===== src/rtl/blink_sequencer_pkg.sv =====
// Shared board-level constants: blink FSM state encoding and the 25 MHz tick divider.
// No logic; imported by the blink sequencer and any block that decodes its state.
package blink_sequencer_pkg;

  typedef enum logic [1:0] {
    ST_IDLE = 2'd0,
    ST_ON   = 2'd1,
    ST_OFF  = 2'd2
  } state_t;

  // 1 ms tick at the 25 MHz board clock
  localparam int DEFAULT_TICK_DIV = 25000;

endpackage


===== src/rtl/blink_sequencer_tick_gen.sv =====
// Prescaler: one-cycle tick every TICK_DIV enabled cycles, combinational off the count.
// Held at zero by clear; counts only while en is high, with no stall input.
module tick_gen #(
  parameter int TICK_DIV = 4
) (
  input  logic clk,
  input  logic rst,
  input  logic clear,
  input  logic en,
  output logic tick
);

  localparam int CNT_W = (TICK_DIV > 1) ? $clog2(TICK_DIV) : 1;
  localparam logic [CNT_W-1:0] LAST = CNT_W'(TICK_DIV - 1);

  logic [CNT_W-1:0] cnt_q;

  always_ff @(posedge clk) begin
    if (rst || clear) begin
      cnt_q <= '0;
    end else if (en) begin
      cnt_q <= (cnt_q == LAST) ? '0 : cnt_q + 1'b1;
    end
  end

  assign tick = en && (cnt_q == LAST);

endmodule


===== src/rtl/blink_sequencer.sv =====
// Drives the LED through count on/off blinks with latched durations; busy/done for chaining.
// Outputs registered, one cycle after start is sampled; stop aborts with no done pulse.
module blink_sequencer
  import blink_sequencer_pkg::*;
#(
  parameter int TICK_DIV = DEFAULT_TICK_DIV,
  parameter int TIME_W   = 16,
  parameter int COUNT_W  = 8
) (
  input  logic               clk,
  input  logic               rst,
  input  logic               start,
  input  logic               stop,
  input  logic [TIME_W-1:0]  on_ticks,
  input  logic [TIME_W-1:0]  off_ticks,
  input  logic [COUNT_W-1:0] count,
  output logic               led,
  output logic               busy,
  output logic               done
);

  state_t             state_q;
  logic [TIME_W-1:0]  on_q;
  logic [TIME_W-1:0]  off_q;
  logic [TIME_W-1:0]  phase_q;
  logic [COUNT_W-1:0] rem_q;
  logic               led_q;
  logic               busy_q;
  logic               done_q;

  logic               tick;
  logic               tick_clear;
  logic [TIME_W:0]    phase_d;
  logic [TIME_W:0]    phase_len;
  logic               phase_end;

  // Prescaler idles at zero outside a run so every pattern starts on a fresh tick boundary
  assign tick_clear = (state_q == ST_IDLE) || stop;

  tick_gen #(
    .TICK_DIV (TICK_DIV)
  ) u_tick_gen (
    .clk   (clk),
    .rst   (rst),
    .clear (tick_clear),
    .en    (busy_q),
    .tick  (tick)
  );

  // Extra bit keeps the compare exact even for the maximum duration
  assign phase_d   = {1'b0, phase_q} + {{TIME_W{1'b0}}, 1'b1};
  assign phase_len = {1'b0, (state_q == ST_ON) ? on_q : off_q};
  assign phase_end = tick && (phase_d == phase_len);

  always_ff @(posedge clk) begin
    if (rst) begin
      state_q <= ST_IDLE;
      on_q    <= '0;
      off_q   <= '0;
      phase_q <= '0;
      rem_q   <= '0;
      led_q   <= 1'b0;
      busy_q  <= 1'b0;
      done_q  <= 1'b0;
    end else begin
      done_q <= 1'b0;
      case (state_q)
        ST_IDLE: begin
          if (start && !stop && (count != '0)) begin
            on_q    <= (on_ticks  == '0) ? TIME_W'(1) : on_ticks;
            off_q   <= (off_ticks == '0) ? TIME_W'(1) : off_ticks;
            rem_q   <= count;
            phase_q <= '0;
            state_q <= ST_ON;
            led_q   <= 1'b1;
            busy_q  <= 1'b1;
          end
        end
        ST_ON, ST_OFF: begin
          if (stop) begin
            state_q <= ST_IDLE;
            phase_q <= '0;
            rem_q   <= '0;
            led_q   <= 1'b0;
            busy_q  <= 1'b0;
          end else if (phase_end) begin
            phase_q <= '0;
            if (state_q == ST_ON) begin
              state_q <= ST_OFF;
              led_q   <= 1'b0;
            end else if (rem_q > COUNT_W'(1)) begin
              rem_q   <= rem_q - 1'b1;
              state_q <= ST_ON;
              led_q   <= 1'b1;
            end else begin
              rem_q   <= '0;
              state_q <= ST_IDLE;
              busy_q  <= 1'b0;
              done_q  <= 1'b1;
            end
          end else if (tick) begin
            phase_q <= phase_d[TIME_W-1:0];
          end
        end
        default: begin
          state_q <= ST_IDLE;
          phase_q <= '0;
          rem_q   <= '0;
          led_q   <= 1'b0;
          busy_q  <= 1'b0;
        end
      endcase
    end
  end

  assign led  = led_q;
  assign busy = busy_q;
  assign done = done_q;

endmodule

===== config.mk =====
export PLATFORM = sky130hd
export DESIGN_NAME = blink_sequencer
export DESIGN_NICKNAME = d
export VERILOG_FILES = /design/src/rtl/blink_sequencer_pkg.sv /design/src/rtl/blink_sequencer_tick_gen.sv /design/src/rtl/blink_sequencer.sv
export SDC_FILE = /design/constraint.sdc
export NUM_CORES = 1
export LEC_CHECK = 0
export BUFFER_PORTS_ARGS = -buffer_cell sky130_fd_sc_hd__buf_2
export CAP_MARGIN = 15
export CORE_MARGIN = 10
export CORE_UTILIZATION = 55
export CTS_BUF_LIST = sky130_fd_sc_hd__clkbuf_8
export CTS_CLUSTER_DIAMETER = 120
export DETAILED_ROUTE_END_ITERATION = 8
export PLACE_DENSITY = 0.79
export SYNTH_ARGS = -nofsm -noshare
export SYNTH_HDL_FRONTEND = slang
export SYNTH_SLANG_ARGS = --single-unit

===== constraint.sdc =====
create_clock -name clk -period 2.77 [get_ports clk]
set_clock_uncertainty 0.15 [all_clocks]
set_input_delay 0.4155 -clock clk [delete_from_list [all_inputs] [get_ports clk]]
set_output_delay 0.4155 -clock clk [all_outputs]
set_load 0.02 [all_outputs]

After elaboration in Yosys (flattened, before gate mapping)
Index checks and enable logic that the tools add are counted.
{"block": "totals", "regBits": 76, "latch_bits": 0, "ram_bits": 0, "romBits": 0, "input_bits": 44, "out_inout_bits": 3, "wordCells": 77, "mem_count": 0}
{"block": "classes", "n_addsub": 3, "n_mul": 0, "div": 0, "n_lt_le_gt_ge": 1, "n_eq_ne": 10, "n_shift": 0, "mux": 33, "n_bitwise": 2, "n_reduce_logical": 19}
{"operator": "16-bit two-way mux", "count": 7}
{"operator": "8-bit two-way mux", "count": 5}
{"operator": "16-bit logical NOT", "count": 2}
{"operator": "16-bit one-hot mux with 2 select lines", "count": 1}
{"operator": "16-bit by 1-bit adder with 17-bit output (second input constant)", "count": 1}
{"operator": "17-bit by 16-bit == test with 1-bit output", "count": 1}
{"operator": "8-bit one-hot mux with 2 select lines", "count": 1}
{"operator": "15-bit by 1-bit adder with 15-bit output (second input constant)", "count": 1}
{"operator": "15-bit == test (second input constant)", "count": 1}
{"operator": "15-bit two-way mux", "count": 1}
{"operator": "1-bit two-way mux", "count": 11}
{"operator": "3-bit != test (second input constant)", "count": 3}
{"operator": "8-bit by 1-bit greater-than comparator with 1-bit output (second input constant)", "count": 1}
{"operator": "2-bit two-way mux", "count": 4}
{"operator": "4-bit != test (second input constant)", "count": 2}
{"operator": "8-bit nonzero test", "count": 1}
{"operator": "8-bit by 1-bit subtractor with 8-bit output (second input constant)", "count": 1}
{"operator": "2-bit AND reduction", "count": 3}
{"operator": "3-bit AND reduction", "count": 2}
{"operator": "5-bit OR reduction", "count": 1}
{"operator": "1-bit logical AND", "count": 4}
{"operator": "1-bit one-hot mux with 2 select lines", "count": 2}
{"operator": "2-bit one-hot mux with 2 select lines", "count": 1}
{"operator": "4-bit AND reduction", "count": 1}
{"operator": "other kinds (8)", "count": 10}

Logic depth before layout (Yosys ltp)
Gate-level depths: netlist (run 1).
{"block": "depth", "depth_word": 7, "ltp_mapped": 13}

Hierarchy
From an unflattened synthesis (run 1), not the netlist that was laid out.
{"block": "unflattened", "hier_cells": 534, "hier_area_um2": 4255.3}
{"mod": "blink_sequencer", "instances": 1, "cells_each": 454, "area_each_um2": 3532.1}
{"mod": "tick_gen", "instances": 1, "cells_each": 80, "area_each_um2": 723.2}

Worst setup path after synthesis (run 1)
No wires, ideal clock.
{"block": "synth_path", "path_kind": "reg2reg", "start": "register state_q[1]", "end": "register led_q (netlist: led)", "setup_time_ns": 0.121, "arrival_ns": 2.756, "required_time_ns": 2.499, "path_slack_ns": -0.257, "path_stages_with_launch": 11, "path_buffers": 1, "synth_period_minus_slack_ns": 3.027, "path_cell_list": "dfxtp_1 -> inv_1 -> ha_1 -> buf_2 -> mux2_2 -> or4_1 -> a22oi_1 -> and4_1 -> a21o_1 -> and3_1 -> mux2_2"}
{"block": "synth_via", "elab_chain_len": 6, "word_cells_on_any_way": 15}
{"element": "start, declared", "line_no": "blink_sequencer.sv:22", "rtl": "state_t state_q;"}
{"element": "start signal, assigned", "line_no": "blink_sequencer.sv:57", "rtl": "state_q <= ST_IDLE;"}
{"element": "start signal, assigned", "line_no": "blink_sequencer.sv:74", "rtl": "state_q <= ST_ON;"}
{"element": "start signal, assigned", "line_no": "blink_sequencer.sv:81", "rtl": "state_q <= ST_IDLE;"}
{"element": "2-bit by 1-bit == test with 1-bit output", "line_no": "blink_sequencer.sv:52, blink_sequencer.sv:67, blink_sequencer.sv:88"}
{"element": "16-bit two-way mux", "line_no": "blink_sequencer.sv:52", "rtl": "assign phase_len = {1'b0, (state_q == ST_ON) ? on_q : off_q};"}
{"element": "17-bit by 16-bit == test with 1-bit output", "line_no": "blink_sequencer.sv:53", "rtl": "assign phase_end = tick && (phase_d == phase_len);"}
{"element": "1-bit logical AND", "line_no": "blink_sequencer.sv:53"}
{"element": "3-bit != test (no source line)"}
{"element": "3-bit AND reduction (no source line)"}
{"element": "end signal, assigned", "line_no": "blink_sequencer.sv:62", "rtl": "led_q <= 1'b0;"}
{"element": "end signal, assigned", "line_no": "blink_sequencer.sv:75", "rtl": "led_q <= 1'b1;"}
{"element": "end signal, assigned", "line_no": "blink_sequencer.sv:84", "rtl": "led_q <= 1'b0;"}
{"element": "end, declared", "line_no": "blink_sequencer.sv:27", "rtl": "logic led_q;"}
Parallel ways exist; a longest one is shown, timed or not. The select of a mux whose other input is x is not followed.
A chain may end at the register's enable or synchronous reset.

Worst setup path in the final report (run 1)
Ends and elaborated chain as after synthesis.

==> impl_metrics.tcl, run 1 <==
set metrics [dict create \
    clockBufferDepth 2 \
    hold_viol 0 \
    numCtsBuffers 9 \
    die_y_um 108 \
    critPathMaxFanout 7 \
    tritoncts "built" \
    grt_pass1_wl_mm 20.3 \
    initial_utilization_pct 55.9 \
    drt_iter0_markers 393 \
    syn_inst 545 \
    dp.cells 720 \
    rows 32 \
    fin_setup_tns_ns -4.16 \
    dieWidth_um 108 \
    wl_per_cell_um 17.0 \
    max_clock_freq_mhz 328 \
    coreArea_um2 7650 \
    ys_ff_latch 76 \
    grt_use_total_pct 20.8 \
    start_kind "flop" \
    drive_gt1_share_pct 30.2 \
    min_period_ns 3.04 \
    die_area_um2 11700 \
    status "complete, but fails checks" \
    clock-root-buffer "clkbuf_8" \
    io_pins 47 \
    period_share_pct 110 \
    cp_data_required_time_ns 2.87 \
    grt-ovfl-total 0 \
    crit_type "reg2reg" \
    p_leak_nw 2.16 \
    antenna_found_initial 0 \
    viasPerCell 6.13 \
    layout_commonest_cell "nand2_1" \
    slew_headroom_pct 54.1 \
    syn_to_final_growth_pct 31.3 \
    worstMarginPinSlew_ns 0.689 \
    failed_checks "setup timing" \
    numPortBuffers 46 \
    vias 4625 \
    ys_warn_count 0 \
    numClockSinks 76 \
    htree_levels 3 \
    power.density_nw_per_um2 835 \
    gp_congestion 0.951 \
    syn_avg_cell_area_um2 7.85 \
    synth.yosys.seq_area_share_pct 35.6 \
    mostFrequentLayoutCells "nand2_1, buf_4, dfxtp_1" \
    nets 699 \
    end_kind "flop" \
    hold_class "in2reg" \
    ir_worst_vdd_mv 0.566 \
    yosysUniqueCellTypes 55 \
    antennaDiodeCount 0 \
    routed_wl_mm 12.8 \
    crit_arrival_ns 3.14 \
    first_pass_iters 5 \
    synth_edf_count 0 \
    synth_area_um2 4280 \
    synthFlopType "dfxtp_1" \
    async_flop_share_pct 0 \
    ant_nets 0 \
    setup_violations 29 \
    grt_max_degree 33 \
    post-route-drc-count 0 \
    insertion_delay_ns 0.35 \
    clk_pin_slew_ns 0.09 \
    drv_slew 0 \
    rsz0062_at_grt "true" \
    grt_pass1_vias 4326 \
    synth.net_count 596 \
    fin_cells 755 \
    fin_ws_ns -0.274 \
    hpwl_mm 8.57 \
    cap_violations 0 \
]
[report_power, final]
group	internal, mW	total, mW	switching [mW]
logic	1.03	2.31	1.28
clock network	0.597	1.03	0.431
registers	1.23	1.35	0.120
total	2.86	4.69	1.83
[cells by family after synthesis]
family | synth area share, %
and+or+nand+nor | 29.0
AOI/OAI and AO/OA | 17.3
muxes | 4.83
adders and majority gates | 2.05
DFF | 35.6
xor gates and xnor gates | 6.70
buffers and inverters | 4.56
[synthesized netlist by cell type, types with 9 or more instances]
master | count | share of area, %
o21ai_0 | 24 | 2.8
nand4_1 | 12 | 1.8
dfxtp_1 | 76 | 36
xor2_1 | 15 | 3.1
nor3_1 | 24 | 2.8
nor2_1 | 27 | 2.4
nor4_1 | 13 | 1.9
clkbuf_1 | 23 | 2.0
or4_1 | 11 | 1.9
xnor2_1 | 15 | 3.1
and3_1 | 9 | 1.3
mux2i_1 | 15 | 3.5
nand3_1 | 12 | 1.4
nand2_1 | 95 | 8.3
a21oi_1 | 61 | 7.1
and2_1 | 13 | 1.9
[layout make-up]
type	count	area, um2
clock buffer	9	124
clock inverter	7	116
fill	542	2030
inverter	7	26.3
multi-input combinational	426	2810
sequential	76	1530
tap	102	128
timing repair buffer	128	881
[worst paths after layout]
kind	to	depth (start not counted)	slack, ns	start
min reg2reg	off_q[10]	2	0.31	off_q[10]
min	on_q[2]	3	0.16	on_ticks[2]
max reg2reg	led	12	-0.27	state_q[1]
max	led	12	-0.27	state_q[1]
[worst max-delay path, stage by stage (launching register included)]
cell and delay [ns]:
dfxtp_2 0.33, inv_2 0.07, ha_4 0.20, buf_4 0.13, buf_6 0.11, mux2i_1 0.33
xor2_1 0.28, xnor2_1 0.20, a211oi_4 0.36, buf_4 0.18, a21o_4 0.14, and3_4 0.19
mux2_4 0.29
[repair_timing]
action / 4_1_cts / 5_1_grt
gates cloned: 2 / 0
setup buffers: 10 / 9
hold buffers: 0 / 0
gates resized for setup: 18 / 46
setup endpoints to repair: 28 / 29
hold endpoints to repair: 0 / 0
pin swaps: 20 / 30
[through the flow]
step	util, %	area (um2)	power [mW]	setup slack [ns]	hold WS (ns)
2_1_floorplan	-	4330	2.58	-0.0298	0.283
3_3_place_gp	65.3	5000	3.07	-0.140	0.295
3_5_place_dp	65.3	5000	3.12	-0.307	0.298
4_1_cts	70.6	5400	4.36	-0.139	0.149
5_1_grt	73.4	5610	4.91	-0.406	0.161
6_report	73.4	5610	4.69	-0.274	0.158
[metal layers]
metal  wire length, um  GRT usage (%)
met1              5400           26.7
met2              6030           33.4
met3               856           3.45
met4               531           9.45
met5                 0              0
[sequential cells by signal, indices dropped and copies added, names as in the netlist]
register,flops
off_q,16
on_q,16
phase_q,16
u_tick_gen.cnt_q,15
rem_q,8
state_q,2
busy,1
done,1
led,1
No activity file was read; power rests on OpenSTA's default activity.
==> run 2, diff against run 1 <==
- CTS_CLUSTER_DIAMETER: 120 -> 30
- SKIP_CTS_REPAIR_TIMING: unset -> 1
==> impl_metrics.tcl, run 2 (synthesis gave the netlist of run 1 again) <==
set metrics [dict create \
    status "complete, but fails checks" \
    min_period_ns 3.00 \
    syn_to_final_growth_pct 28.0 \
    grt_pass1_wl_mm 19.2 \
    ir_worst_vdd_mv 0.597 \
    crit_arrival_ns 3.11 \
    end_kind "flop" \
    use_met2_pct 30.9 \
    fin_cells 745 \
    clockBufferDepth 2 \
    met3_usage_pct 3.51 \
    busiest_layer "met2" \
    critPathMaxFanout 8 \
    clk_pin_slew_ns 0.09 \
    post-route-drc-count 0 \
    mostFrequentLayoutCells "nand2_1, buf_4, dfxtp_1" \
    grt-ovfl-total 0 \
    layout_commonest_cell "nand2_1" \
    rows 32 \
    crit_type "reg2reg" \
    htree_levels 3 \
    slew_headroom_pct 58.8 \
    first_pass_iters 5 \
    worst_hold_slack_ns 0.152 \
    top_regs "off_q x16, on_q x16, phase_q x16" \
    drive_gt1_share_pct 28.0 \
    nets 689 \
    dieWidth_um 108 \
    hold_viol 0 \
    hpwl_mm 8.57 \
    vias 4414 \
    power.density_nw_per_um2 816 \
    period_share_pct 108 \
    drt_iter0_markers 333 \
    viasPerCell 5.92 \
    gp_congestion 0.951 \
    rsz0062_at_grt "true" \
    drv_slew 0 \
    cp_data_required_time_ns 2.87 \
    tritoncts "built" \
    die_area_um2 11700 \
    max_clock_freq_mhz 333 \
    hold_class "in2reg" \
    cap_violations 0 \
    setup_violations 28 \
    worstMarginPinSlew_ns 0.618 \
    initial_utilization_pct 55.9 \
    numClockSinks 76 \
    dp.cells 720 \
    numCtsBuffers 9 \
    routed_wl_mm 12.0 \
    ant_nets 0 \
    insertion_delay_ns 0.36 \
    antenna_found_initial 0 \
    start_kind "flop" \
    wl_per_cell_um 16.1 \
    fin_ws_ns -0.232 \
    io_pins 47 \
    die_y_um 108 \
    antennaDiodeCount 0 \
    coreArea_um2 7650 \
    failed_checks "setup timing" \
    final_core_util_pct 71.6 \
    numPortBuffers 46 \
    grt_pass1_vias 4123 \
    p_leak_nw 2.10 \
    clock-root-buffer "clkbuf_8" \
    met1_usage_pct 26.0 \
    grt_use_total_pct 19.7 \
    grt_max_degree 33 \
]
==> run 2: cell types whose count changed in the layout (fill, tap and decap cells not counted), moves of 3 or more <==
cell	before	now
a21oi_2	4	1
o21ai_0	9	21
buf_6	6	1
dfxtp_2	4	7
o21ai_1	10	2
dfxtp_1	72	69
buf_4	75	70
a21oi_1	57	60
o21ai_2	5	1
==> run 2: critical path, stage by stage (launching register included) <==
cell and delay [ns]:
dfxtp_2 0.33, inv_2 0.07, ha_4 0.22, mux2_4 0.32, or4b_1 0.46, a41o_1 0.25, a211oi_4 0.32, buf_4 0.18
a21o_4 0.14, and3_4 0.17, mux2_4 0.28
==> run 2: where the power goes <==
group,internal [mW],total [mW],switching [mW]
registers,1.23,1.35,0.118
logic,0.912,2.08,1.17
clock network,0.597,1.03,0.434
==> run 2: area by class of cell <==
type                            instances  area [um2]
Multi-Input combinational cell        426        2760
Timing Repair Buffer                  118         787
Inverter                                7        26.3
Sequential cell                        76        1530
Tap cell                              102         128
Clock buffer                            9         124
Clock inverter                          7         116
Fill cell                             578        2170
==> run 2: path summary, 6_finish.rpt <==
kind	from	to	slack (ns)	cells after the start
setup / recovery	state_q[1]	led	-0.23	10
hold / removal	on_ticks[2]	on_q[2]	0.15	3
setup reg to reg	state_q[1]	led	-0.23	10
hold reg to reg	off_q[10]	off_q[10]	0.31	2
==> run 2: metrics by stage <==
stage / worst slack, ns / power (mW) / area (um2) / setup TNS (ns)
2_1_floorplan: -0.0298 / 2.58 / 4330 / -0.0298
3_3_place_gp: -0.140 / 3.07 / 5000 / -2.98
3_5_place_dp: -0.307 / 3.12 / 5000 / -6.32
4_1_cts: -0.330 / 4.15 / 5240 / -6.96
5_1_grt: -0.316 / 4.71 / 5480 / -6.59
6_report: -0.232 / 4.47 / 5480 / -3.88
==> run 2: metal layers <==
layer  share of wire [%]  vias to the layer above
li1                    -                     2128
met1                  44                     2087
met2                  47                      174
met3                 6.8                       25
met4                 2.3                        0
met5                   0                        -
==> run 3, diff against run 2 <==
- clock period: 2.77 -> 2.41 ns (I/O delays scaled with it)
==> impl_metrics.tcl, run 3 (synthesis gave the netlist of run 1 again) <==
set metrics [dict create \
    final_core_util_pct 73.5 \
    status "complete, but fails checks" \
    gp_congestion 0.924 \
    cap_violations 0 \
    max_clock_freq_mhz 324 \
    dp.cells 742 \
    r2r_start "state_q[1]" \
    crit_type "reg2reg" \
    p_leak_nw 2.15 \
    numPortBuffers 46 \
    clockBufferDepth 2 \
    die_area_um2 11700 \
    start_kind "flop" \
    clk_pin_slew_ns 0.09 \
    end_kind "flop" \
    numClockSinks 76 \
    grt_pass1_vias 4278 \
    crit_arrival_ns 3.19 \
    top_regs "off_q x16, on_q x16, phase_q x16" \
    worst_hold_slack_ns 0.0872 \
    worstMarginPinSlew_ns 0.545 \
    ir_worst_vdd_mv 0.878 \
    drv_slew 0 \
    antennaDiodeCount 0 \
    fin_ws_ns -0.678 \
    initial_utilization_pct 55.9 \
    ant_nets 0 \
    seq_area_um2 1530 \
    min_from "off_ticks[14]" \
    cp_data_required_time_ns 2.51 \
    switching_share_pct 40.5 \
    period_share_pct 128 \
    dieWidth_um 108 \
    power.density_nw_per_um2 943 \
    slew_headroom_pct 63.6 \
    die_y_um 108 \
    grt_pass1_wl_mm 20.1 \
    first_pass_iters 6 \
    grt-ovfl-total 0 \
    multi_input_area_um2 2760 \
    coreArea_um2 7650 \
    antenna_found_initial 0 \
    numCtsBuffers 9 \
    clock-root-buffer "clkbuf_8" \
    hpwl_mm 9.01 \
    fin_cells 767 \
    vias 4655 \
    fillerInstances 563 \
    setup_violations 29 \
    critPathMaxFanout 8 \
    routed_wl_mm 13.1 \
    startpoint "state_q[1]" \
    failed_checks "setup timing" \
    hold_class "in2reg" \
    drt_iter0_markers 458 \
    nets 711 \
    internal_power_mw 3.16 \
    grt_use_total_pct 20.6 \
    wl_per_cell_um 17.1 \
    comb_power_share_pct 51.0 \
    rsz0062_at_grt "true" \
    hold_viol 0 \
    grt_max_degree 40 \
    power_switching_mw 2.14 \
    tritoncts "built" \
    rows 32 \
    htree_levels 3 \
    min_period_ns 3.09 \
    syn_to_final_growth_pct 31.4 \
    clock_power_share_pct 19.7 \
    post-route-drc-count 0 \
    layout_commonest_cell "nand2_1" \
    insertion_delay_ns 0.36 \
    fin_setup_tns_ns -14.56 \
    drive_gt1_share_pct 31.0 \
    mostFrequentLayoutCells "nand2_1, buf_4, dfxtp_1" \
    seq_power_share_pct 29.3 \
    io_pins 47 \
    viasPerCell 6.07 \
]
-- run 3: cell count changes in the layout (fill, tap and decap cells not counted), sizes merged --
cell	before	now
clkinv	3	0
buf	118	140
clkinvlp	0	3
inv	8	9
bufinv	3	1
clkbuf	9	10
-- run 3: worst paths after layout --
path,end,slack [ns],cells past startpoint
worst min register to register,on_q[6],0.31,2
worst max-delay path,rem_q[7],-0.68,12
worst min-delay path,off_q[14],0.09,3
worst max register to register,rem_q[7],-0.68,12
-- run 3: layer usage --
layer | track usage [%] | share of wire, %
met5 | 0 | 0
met4 | 6.77 | 2.1
met3 | 4.34 | 7.6
met2 | 33.7 | 49
met1 | 26.5 | 42
-- run 3: final cells by class --
cell class,instances,area share (%)
Tap cell,102,2.27
Inverter,7,0.467
Sequential cell,76,27.2
Clock inverter,6,1.25
Multi-Input combinational cell,426,49.1
Clock buffer,10,2.45
Timing Repair Buffer,140,17.2
-- run 3: power groups by stage --
stage	combinational, mW	sequential, mW	clock, mW
3_5_place_dp	2.28	1.56	0
2_1_floorplan	1.48	1.56	0
3_3_place_gp	2.20	1.56	0
6_report	2.71	1.55	1.04
5_1_grt	2.86	1.57	1.10
4_1_cts	2.30	1.54	1.04
-- run 3: per-stage QoR --
step,total power [mW],instance area [um2],setup slack [ns]
after detailed placement,3.84,5190,-0.656
after global routing,5.52,5620,-0.723
final,5.30,5620,-0.678
after CTS,4.87,5400,-0.680
after global placement,3.76,5190,-0.508
after floorplan,3.04,4370,-0.388
-- run 3: worst max-delay path, stage by stage, from the launching register on --
cell      delay (ns)
dfxtp_2         0.34
inv_2           0.07
ha_4            0.22
buf_4           0.21
mux2i_2         0.27
xnor2_1         0.21
xor2_1          0.26
a31oi_2         0.16
a211oi_4        0.27
a21o_1          0.23
buf_4           0.15
nand2_1         0.12
o31ai_1         0.34
